==> src/rtl/light_decoder.sv <==
// Receive side of the LED optical link: synchronises the photo-sensor line,
// recovers start/data/stop framing and presents each packet as a parallel word.
`ifndef PACKET_SIZE
`define PACKET_SIZE 8
`endif

module light_decoder #(
  parameter int unsigned PACKET_SIZE = `PACKET_SIZE,
  parameter int unsigned BIT_TICKS   = 4
) (
  input  logic                   clock,
  input  logic                   reset,
  input  logic                   sensor,
  output logic [PACKET_SIZE-1:0] data,
  output logic                   valid,
  output logic                   error,
  output logic                   busy
);

  localparam int unsigned CW = $clog2(BIT_TICKS);
  localparam int unsigned IW = $clog2(PACKET_SIZE + 1);

  localparam logic [CW-1:0] HALF_LAST = CW'(BIT_TICKS / 2 - 1);
  localparam logic [CW-1:0] BIT_LAST  = CW'(BIT_TICKS - 1);
  localparam logic [IW-1:0] IDX_LAST  = IW'(PACKET_SIZE - 1);

  typedef enum logic [2:0] {
    WAIT_IDLE,
    IDLE,
    START,
    DATA,
    STOP
  } state_t;

  state_t                 state_q, state_d;
  logic                   sync1_q, s_q;
  logic [CW-1:0]          cnt_q, cnt_d;
  logic [IW-1:0]          idx_q, idx_d;
  logic [PACKET_SIZE-1:0] shift_q, shift_d;
  logic [PACKET_SIZE-1:0] data_q, data_d;
  logic                   valid_q, valid_d;
  logic                   error_q, error_d;
  logic                   busy_q, busy_d;

  // Synchroniser resets high so a line already lit at reset release is not
  // mistaken for a fresh start bit.
  always_ff @(posedge clock or negedge reset) begin
    if (!reset) begin
      sync1_q <= 1'b1;
      s_q     <= 1'b1;
      state_q <= WAIT_IDLE;
      cnt_q   <= '0;
      idx_q   <= '0;
      shift_q <= '0;
      data_q  <= '0;
      valid_q <= 1'b0;
      error_q <= 1'b0;
      busy_q  <= 1'b0;
    end else begin
      sync1_q <= sensor;
      s_q     <= sync1_q;
      state_q <= state_d;
      cnt_q   <= cnt_d;
      idx_q   <= idx_d;
      shift_q <= shift_d;
      data_q  <= data_d;
      valid_q <= valid_d;
      error_q <= error_d;
      busy_q  <= busy_d;
    end
  end

  always_comb begin
    state_d = state_q;
    cnt_d   = cnt_q;
    idx_d   = idx_q;
    shift_d = shift_q;
    data_d  = data_q;
    valid_d = 1'b0;
    error_d = 1'b0;

    case (state_q)
      WAIT_IDLE: begin
        if (!s_q) state_d = IDLE;
      end

      IDLE: begin
        if (s_q) begin
          state_d = START;
          cnt_d   = '0;
        end
      end

      // Half a bit into the start bit the line must still be high; this also
      // aligns every later sample to mid-bit.
      START: begin
        if (cnt_q == HALF_LAST) begin
          if (s_q) begin
            state_d = DATA;
            cnt_d   = '0;
            idx_d   = '0;
          end else begin
            state_d = IDLE;
          end
        end else begin
          cnt_d = cnt_q + 1'b1;
        end
      end

      DATA: begin
        if (cnt_q == BIT_LAST) begin
          shift_d = {shift_q[PACKET_SIZE-2:0], s_q};
          cnt_d   = '0;
          idx_d   = idx_q + 1'b1;
          if (idx_q == IDX_LAST) state_d = STOP;
        end else begin
          cnt_d = cnt_q + 1'b1;
        end
      end

      STOP: begin
        if (cnt_q == BIT_LAST) begin
          if (!s_q) begin
            data_d  = shift_q;
            valid_d = 1'b1;
            state_d = IDLE;
          end else begin
            error_d = 1'b1;
            state_d = WAIT_IDLE;
          end
        end else begin
          cnt_d = cnt_q + 1'b1;
        end
      end

      default: state_d = WAIT_IDLE;
    endcase

    busy_d = (state_d == START) || (state_d == DATA) || (state_d == STOP);
  end

  assign data  = data_q;
  assign valid = valid_q;
  assign error = error_q;
  assign busy  = busy_q;

endmodule

==> config.mk <==
export PLATFORM = sky130hd
export DESIGN_NAME = light_decoder
export DESIGN_NICKNAME = d
export VERILOG_FILES = /design/src/rtl/light_decoder.sv
export SDC_FILE = /design/constraint.sdc
export NUM_CORES = 1
export LEC_CHECK = 0
export BUFFER_PORTS_ARGS = -buffer_cell sky130_fd_sc_hd__buf_4
export CORE_MARGIN = 2
export CORE_UTILIZATION = 40
export DETAILED_ROUTE_END_ITERATION = 8
export HOLD_SLACK_MARGIN = 0.12
export SLEW_MARGIN = 5
export SYNTH_ARGS = -nofsm -noshare
export SYNTH_HDL_FRONTEND = slang
export SYNTH_SLANG_ARGS = --single-unit
==> constraint.sdc <==
create_clock -name clock -period 1.9 [get_ports clock]
set_clock_uncertainty 0.1 [all_clocks]
set_input_delay 0.19 -clock clock [delete_from_list [all_inputs] [get_ports clock]]
set_output_delay 0.19 -clock clock [all_outputs]
set_load 0.02 [all_outputs]
==> metrics, run 1 <==
HP Class input pin to asynchronous set/reset pin; number of cell rows 20; area of the core 0.00305 mm²; CTS tree built; count of final hold-check violations 0; Wirelength per Cell 13.0 µm; P per Cell Area 1190 mW/mm²; TritonCTS Buffers 5; io pins 14; Avg Synthesized Cell Area 11.4 µm²; Final GP Congestion 0.807; gr usage total 15.1%; Final Util 49.7%; drt drc 0; IO buf count 13; H-tree depth 2; initial drt markers 38; pin count of the biggest net entering global routing 31; max cap viols 0; worst IR drop on VDD 515 µV; worst-path fanout max 10; CP arrival 1.89 ns; most frequent cells in the layout 28 x nand2_1, 28 x dfrtp_1, 15 x buf_4; count of cell types in the netlist 32; Seq cells post-synth 30; fraction of registers with async set/reset 100%; Tmin final 1.77 ns; share of cells above drive strength 1 27.6%; Setup Viol. Count Final 0; Setup Buffers After CTS 0; width of the die 60.7 µm; initial antenna violation count 0; DRT Wirelength 2310 µm; drt first pass iters 4; post-route clock period utilization 93.4%; type of the worst setup path flip-flop to flip-flop; critical path capture point type flip-flop; number of gates resized after CTS 0; Hold-fix buffers, CTS 2; Slew HR 67.7%; dpl hpwl 1540 µm; Bufs on Longest Clock Path 2; clock sinks 30; Post-synth EDFFs 0; Clock transition at path regs 0.10 ns; Design Power 1810 µW; routed vias/inst 5.12; Syn Nets 119; non-filler instance count after layout 178; Seq/Total Area, Yosys 58.5%; # fillers 294; Max Slew Vio Count 0; Starting Density 42.2%; clock root buffer clkbuf_4; die area 0.00369 mm²; wire length of the first global-routing pass 4030 µm; grt ovf 0; diode count 0; TNS Setup 0 ns; Area Overhead vs Synth 17.8%; Synth Warn # 0; worst r2r path cells 5; placed cell count 168; type of element launching the critical path flip-flop; latest clock arrival within the worst-skew pair 0.33 ns; fmax 0.563 GHz; Syn Inst Count 113; Mapped Area 0.00129 mm²; fin nets 139; Least-Margin Pin Slew 0.485 ns; critical path data required time 2.01 ns; dominant synthesized flop cell dfrtp_1; vias 912; Die H 60.7 µm; number of global-route vias before repair 879; status finished clean; Final ANT Viol Nets 0; Static Leak 0.000739 µW; register-to-register setup slack 0.13 ns; unrepaired setup endpoints after global routing false
-- worst max-delay path, stage by stage (launching register included) --
cell	delay (ns)
dfrtp_1	0.42
ha_1	0.33
nand2_2	0.12
nor4_4	0.14
buf_4	0.22
mux2_2	0.34
-- final cells by class --
type                    instances  area, µm²  area share (%)
inverters                       1       3.75           0.248
clock inverters                 2       12.5           0.825
clock buffers                   6       51.3            3.38
well taps                      44       55.1            3.63
multi-input cells              78        508            33.5
repair buffers                 17        133            8.75
flip-flops and latches         30        753            49.7
-- flip-flops by register name, indices dropped and copies added, names as in the netlist --
signal   cells
cnt_q        2
idx_q        4
state_q      3
busy         1
error        1
data         8
valid        1
shift_q      8
sync1_q      1
s_q          1
-- through the flow --
stage	hold WS (ns)	setup WS, ns	area (µm²)
after CTS	0.220	0.132	1520
after floorplan	-0.206	0.195	1290
after global routing	0.226	0.0141	1520
final	0.214	0.125	1520
after global placement	0.0358	0.196	1430
after detailed placement	0.0393	0.144	1430
-- power by group --
part	internal [µW]	leakage [µW]	switching (µW)
sequential	782	0.000391	177
combinational	198	0.000314	254
clock	178	0.0000343	222
total	1160	0.000739	653
-- path summary, 6_finish.rpt --
kind                          start    endpoint
min in group clock          sync1_q         s_q
hold / removal                reset  state_q[0]
setup reg to reg           cnt_q[0]     data[7]
setup / recovery           cnt_q[0]     data[7]
max in group asynchronous     reset     sync1_q
hold reg to reg             sync1_q         s_q
-- Yosys cell counts, types with 2 or more instances --
cell type / number / area share [%]
nand2_1: 28 / 8.2
dfrtp_1: 28 / 54
a21oi_1: 6 / 2.3
a311oi_1: 2 / 1.4
o31ai_1: 2 / 1.2
buf_2: 3 / 1.2
nor4b_1: 2 / 1.4
o21ai_0: 3 / 1.2
mux2_2: 8 / 7.0
nand2b_1: 3 / 1.5
nor2_1: 4 / 1.2
dfstp_2: 2 / 4.1
ha_1: 3 / 2.9
-- layer usage --
metal	track usage, %	vias to the layer above	routed length, µm
met2	22.3	19	1100
li1	-	439	-
met4	5.59	0	15
met3	6.61	2	124
met1	19.6	452	1060
met5	0	-	0
-- kinds of logic (layout without fill, tap and decap cells) --
logic type / count (synthesis) / after routing / synth area share (%)
adder cells (fa/ha/maj): 3 / 3 / 2.92
buffers and inverters: 5 / 26 / 2.04
multiplexers: 8 / 8 / 7.00
flip-flops: 30 / 30 / 58.5
AO/OA/AOI/OAI: 16 / 16 / 7.58
AND/OR/NAND/NOR: 51 / 51 / 22.0
(Power assumes the default switching activity.)
==> inputs of run 2 (changes only) <==
Settings changed: ABC_AREA from default to 1.
==> metrics, run 2 <==
footprint of the multi-input gates 526 µm² (was 508 µm²); Mapped Area 0.00140 mm² (was 0.00129 mm²); Top delay family on crit path simple AND/OR/NAND/NOR gates (was flip-flops); gr usage total 14.8% (was 15.1%); initial drt markers 30 (was 38); Starting Density 41.8% (was 42.2%); die area 0.00398 mm² (was 0.00369 mm²); largest area contributor in the netlist dfrtp_1 (unchanged); most numerous cell on the critical path nand2_1; Die H 63.1 µm (was 60.7 µm); most frequent cells in the layout 54 x nand2_1, 28 x dfrtp_1, 22 x inv_1 (was 28 x nand2_1, 28 x dfrtp_1, 15 x buf_4); worst-path fanout max 17 (was 10); CP arrival 1.79 ns (was 1.89 ns); drt drc 0 (unchanged); unrepaired setup endpoints after global routing false (unchanged); Setup Viol. Count Final 0 (unchanged); number of global-route vias before repair 1051 (was 879); type of the worst setup path flip-flop to flip-flop (unchanged); post-route clock period utilization 86.0% (was 93.4%); non-filler instance count after layout 232 (was 178); Final GP Congestion 0.795 (was 0.807); critical path capture point type flip-flop (unchanged); latest clock arrival within the worst-skew pair 0.32 ns (was 0.33 ns); Max Slew Vio Count 0 (unchanged); CTS tree built (unchanged); Synth Warn # 0 (unchanged); clock sinks 30 (unchanged); dominant synthesized flop cell dfrtp_1 (unchanged); register area 753 µm² (unchanged); number of cell rows 21 (was 20); diode count 0 (unchanged); Clock transition at path regs 0.09 ns (was 0.10 ns); status finished clean (unchanged); top cell type's share of synthesized area 50.2% (was 54.4%); Tmin final 1.63 ns (was 1.77 ns); HP Class input pin to asynchronous set/reset pin (unchanged); Seq cells post-synth 30 (unchanged); Least-Margin Pin Slew 0.428 ns (was 0.485 ns); fraction of registers with async set/reset 100% (unchanged); CP Cell Sequence ha_1, nand4_2, inv_1, nand2_1, nand2_1 (was ha_1, nand2_2, nor4_4, buf_4, mux2_2); area of the core 0.00334 mm² (was 0.00305 mm²); Syn Nets 172 (was 119); most common cell after layout, fill and taps aside nand2_1; fin nets 191 (was 139); CP Buf/Inv Count 1 (unchanged); count of cell types in the netlist 25 (was 32); dpl hpwl 1830 µm (was 1540 µm); Worst path slowest cell dfrtp_1 (unchanged); top cells by area, synth dfrtp_1 50%, nand2_1 15%, inv_1 5.9% (was dfrtp_1 54%, nand2_1 8.2%, mux2_2 7.0%); P per Cell Area 1070 mW/mm² (was 1190 mW/mm²); routed vias/inst 4.66 (was 5.12); io pins 14 (unchanged); Syn Inst Count 166 (was 113); Avg Synthesized Cell Area 8.40 µm² (was 11.4 µm²); DRT Wirelength 2490 µm (was 2310 µm); grt ovf 0 (unchanged); most frequent cells after synthesis 54 x nand2_1, 28 x dfrtp_1, 22 x inv_1, 15 x o21ai_1, 12 x nand3_1 (was 28 x dfrtp_1, 28 x nand2_1, 8 x mux2_2, 6 x a21oi_1, 4 x nor2_1); wire length of the first global-routing pass 4510 µm (was 4030 µm); width of the die 63.1 µm (was 60.7 µm); TNS Setup 0 ns (unchanged); Area Overhead vs Synth 15.5% (was 17.8%); share of cells above drive strength 1 17.2% (was 27.6%); Seq/Total Area, Yosys 54.0% (was 58.5%); TritonCTS Buffers 5 (unchanged); drt first pass iters 4 (unchanged); clock root buffer clkbuf_4 (unchanged); placed cell count 222 (was 168); critical path data required time 2.06 ns (was 2.01 ns); type of element launching the critical path flip-flop (unchanged); H-tree depth 2 (unchanged); Bufs on Longest Clock Path 2 (unchanged); max incr delay on CP 0.44 ns (was 0.42 ns); Final ANT Viol Nets 0 (unchanged); Wirelength per Cell 10.7 µm (was 13.0 µm); pin count of the biggest net entering global routing 31 (unchanged); Post-synth EDFFs 0 (unchanged); Static Leak 0.000821 µW (was 0.000739 µW); Slew HR 71.4% (was 67.7%); count of final hold-check violations 0 (unchanged); most common cell in the netlist nand2_1; vias 1081 (was 912); max cap viols 0 (unchanged); # fillers 337 (was 294); fmax 0.612 GHz (was 0.563 GHz); initial antenna violation count 0 (unchanged); IO buf count 13 (unchanged); worst IR drop on VDD 430 µV (was 515 µV)
run 2: cell types whose count changed after synthesis, sizes merged, moves of 3 or more:
| cell | previous run | this run |
|---|---|---|
| a21oi | 6 | 1 |
| inv | 1 | 24 |
| mux2 | 8 | 0 |
| nand2 | 29 | 55 |
| nand2b | 3 | 0 |
| nand3 | 1 | 12 |
| nor2 | 4 | 10 |
| o21ai | 3 | 19 |
run 2: routing by layer:
metal	routed length (µm)	global-route usage (%)	vias to the layer above	part of all wire, %
li1	-	-	558	-
met1	1110	17.3	503	45
met2	1240	24.1	16	50
met3	107	5.89	4	4.3
met4	33	6.39	0	1.3
met5	0	0	-	0
run 2: logic make-up after synthesis:
kind of cell | share of synthesized area (%)
xor gates and xnor gates | 0.628
DFF | 54.0
buffers and inverters | 8.34
adders and majority gates | 2.69
and+or+nand+nor | 25.7
AOI/OAI and AO/OA | 8.70
run 2: report_power, final:
group | internal (µW) | total (µW) | switching (µW)
Clock | 179 | 383 | 204
Sequential | 724 | 807 | 82.9
Combinational | 189 | 537 | 348
run 2: timing repair:
action	CTS	global route
endpoints found under the hold margin	31	0
hold buffers	2	0
gates resized for setup	0	0
buffers inserted	0	0
endpoints found under the setup margin	0	0
run 2: worst paths after layout:
path	to	startpoint	depth (start not counted)	slack (ns)
min	state_q[0]	reset	2	0.22
max reg2reg	data[7]	cnt_q[0]	5	0.27
min in group clock	s_q	sync1_q	0	0.26
min reg2reg	s_q	sync1_q	0	0.26
max in group asynchronous	s_q	reset	2	1.15
max	data[7]	cnt_q[0]	5	0.27
run 2: layout make-up:
class / count / share of cell area (%)
Timing Repair Buffer: 16 / 7.76
Clock buffer: 7 / 3.42
Inverter: 24 / 5.59
Clock inverter: 1 / 0.311
Sequential cell: 30 / 46.7
Tap cell: 46 / 3.57
Multi-Input combinational cell: 108 / 32.6
run 2: metrics by stage:
step | setup WS [ns] | instance area (µm²) | hold slack, ns | utilization [%] | power [µW]
after global placement | 0.362 | 1530 | 0.0354 | 45.9 | 1330
after detailed placement | 0.298 | 1530 | 0.0403 | 45.9 | 1360
after global routing | 0.0924 | 1610 | 0.243 | 48.3 | 1880
after floorplan | 0.502 | 1400 | -0.206 | - | 1220
final | 0.266 | 1610 | 0.221 | 48.3 | 1730
after CTS | 0.264 | 1610 | 0.227 | 48.3 | 1760
==> inputs of run 3 (changes only) <==
Clock period 1.9 ns to 2.06 ns, I/O delays scaled along.
==> metrics, run 3 (synthesis results as in run 2) <==
Hold-fix buffers, CTS 2 (unchanged); critical path data required time 2.22 ns (was 2.06 ns); clock share of power 22.7% (was 22.2%); max cap viols 0 (unchanged); IO buf count 13 (unchanged); post-route clock period utilization 82.1% (was 86.0%); initial drt markers 64 (was 30); register-to-register setup slack 0.37 ns (was 0.27 ns); most frequent cells in the layout 54 x nand2_1, 28 x dfrtp_1, 22 x inv_1 (unchanged); most common cell after layout, fill and taps aside nand2_1 (unchanged); combinational power share 30.7% (was 31.1%); io pins 14 (unchanged); share of cells above drive strength 1 16.8% (was 17.2%); footprint of the multi-input gates 526 µm² (unchanged); Sequential Power Share 46.6% (was 46.8%); Tmin final 1.69 ns (was 1.63 ns); status finished clean (unchanged); internal power 1010 µW (was 1090 µW); P_sw 594 µW (was 634 µW); Final ANT Viol Nets 0 (unchanged); CP arrival 1.86 ns (was 1.79 ns); drt drc 0 (unchanged); Sw Ratio 37.1% (was 36.7%); type of element launching the critical path flip-flop (unchanged); drt first pass iters 4 (unchanged); Setup Buffers After CTS 0 (unchanged); initial antenna violation count 0 (unchanged); Setup Viol. Count Final 0 (unchanged); unrepaired setup endpoints after global routing false (unchanged); CTS tree built (unchanged); area of the core 0.00334 mm² (unchanged); number of cell rows 21 (unchanged); register area 753 µm² (unchanged); Area Overhead vs Synth 15.0% (was 15.5%); H-tree depth 2 (unchanged); worst IR drop on VDD 455 µV (was 430 µV); Die H 63.1 µm (unchanged); pin count of the biggest net entering global routing 31 (unchanged); diode count 0 (unchanged); count of final hold-check violations 0 (unchanged); DRT Wirelength 2450 µm (was 2490 µm); Crit Reg-Reg Endpoint idx_q[2] (was data[7]); grt ovf 0 (unchanged); # fillers 337 (unchanged); Wirelength per Cell 10.6 µm (was 10.7 µm); FF-to-FF Start cnt_q[0] (unchanged); type of the worst setup path flip-flop to flip-flop (unchanged); Bufs on Longest Clock Path 2 (unchanged); gr usage total 14.6% (was 14.8%); die area 0.00398 mm² (unchanged); worst r2r path cells 5 (unchanged); Least-Margin Pin Slew 0.428 ns (about the same); number of gates resized after CTS 0 (unchanged); Starting Density 41.8% (unchanged); clock sinks 30 (unchanged); width of the die 63.1 µm (unchanged); P per Cell Area 997 mW/mm² (was 1070 mW/mm²); fin nets 190 (was 191); Max Slew Vio Count 0 (unchanged); critical path capture point type flip-flop (unchanged); vias 1079 (was 1081); Clock transition at path regs 0.10 ns (was 0.09 ns); latest clock arrival within the worst-skew pair 0.33 ns (was 0.32 ns); Slew HR 71.4% (about the same); dpl hpwl 1760 µm (was 1830 µm); clock root buffer clkbuf_4 (unchanged); Static Leak 0.000817 µW (was 0.000821 µW); worst-path fanout max 21 (was 17); wire length of the first global-routing pass 4480 µm (was 4510 µm); fmax 0.591 GHz (was 0.612 GHz); TritonCTS Buffers 5 (unchanged); number of global-route vias before repair 1038 (was 1051); Final Util 48.1% (was 48.3%); HP Class input pin to asynchronous set/reset pin (unchanged); TNS Setup 0 ns (unchanged); routed vias/inst 4.67 (was 4.66); Final GP Congestion 0.809 (was 0.795)
[run 3: cell count changes in the layout (fill, tap and decap cells not counted), sizes merged]
cell,change
buf,-1
[run 3: layout make-up]
class,count,share of cell area [%]
well taps,46,3.59
repair buffers,15,7.33
multi-input cells,108,32.8
inverters,24,5.62
flip-flops and latches,30,47.0
clock buffers,7,3.43
clock inverters,1,0.312
[run 3: metal layers]
metal	vias to the layer above	GRT usage [%]	wire, µm
li1	556	-	-
met1	499	17.9	1180
met2	19	22.7	1120
met3	5	5.71	104
met4	0	6.67	49
met5	-	0	0
[run 3: worst max-delay path, cell delays in order (launching register included)]
cell and delay (ns):
dfrtp_1 0.45, ha_1 0.31, nand2_2 0.31, a21boi_1 0.31
nand2_1 0.08, nand2_1 0.06
[run 3: worst max-delay path by stage]
| stage | from | to | slack (ns) | cells past startpoint |
|---|---|---|---|---|
| floorplan | cnt_q[0] | data[6] | 0.66 | 5 |
| global placement | cnt_q[0] | idx_q[1] | 0.46 | 5 |
| detailed placement | cnt_q[0] | idx_q[0] | 0.41 | 5 |
| CTS | cnt_q[0] | idx_q[2] | 0.36 | 5 |
| global route | cnt_q[0] | idx_q[0] | 0.21 | 5 |
| finish | cnt_q[0] | idx_q[2] | 0.37 | 5 |
[run 3: metrics by stage]
| step | total power, µW | hold WS, ns | instances | area (µm²) | setup slack (ns) |
|---|---|---|---|---|---|
| 6_report | 1600 | 0.237 | 231 | 1600 | 0.368 |
| 5_1_grt | 1750 | 0.268 | 231 | 1600 | 0.207 |
| 4_1_cts | 1620 | 0.238 | 231 | 1600 | 0.359 |
| 3_5_place_dp | 1250 | 0.0552 | 221 | 1520 | 0.406 |
| 3_3_place_gp | 1230 | 0.0541 | 221 | 1520 | 0.458 |
| 2_1_floorplan | 1120 | -0.190 | 166 | 1400 | 0.662 |
[run 3: power groups by stage]
stage               sequential, µW  combinational [µW]  clock (µW)
floorplan                      750                 374           0
global placement               750                 477           0
detailed placement             755                 491           0
CTS                            747                 496         379
global route                   757                 578         412
finish                         746                 491         363
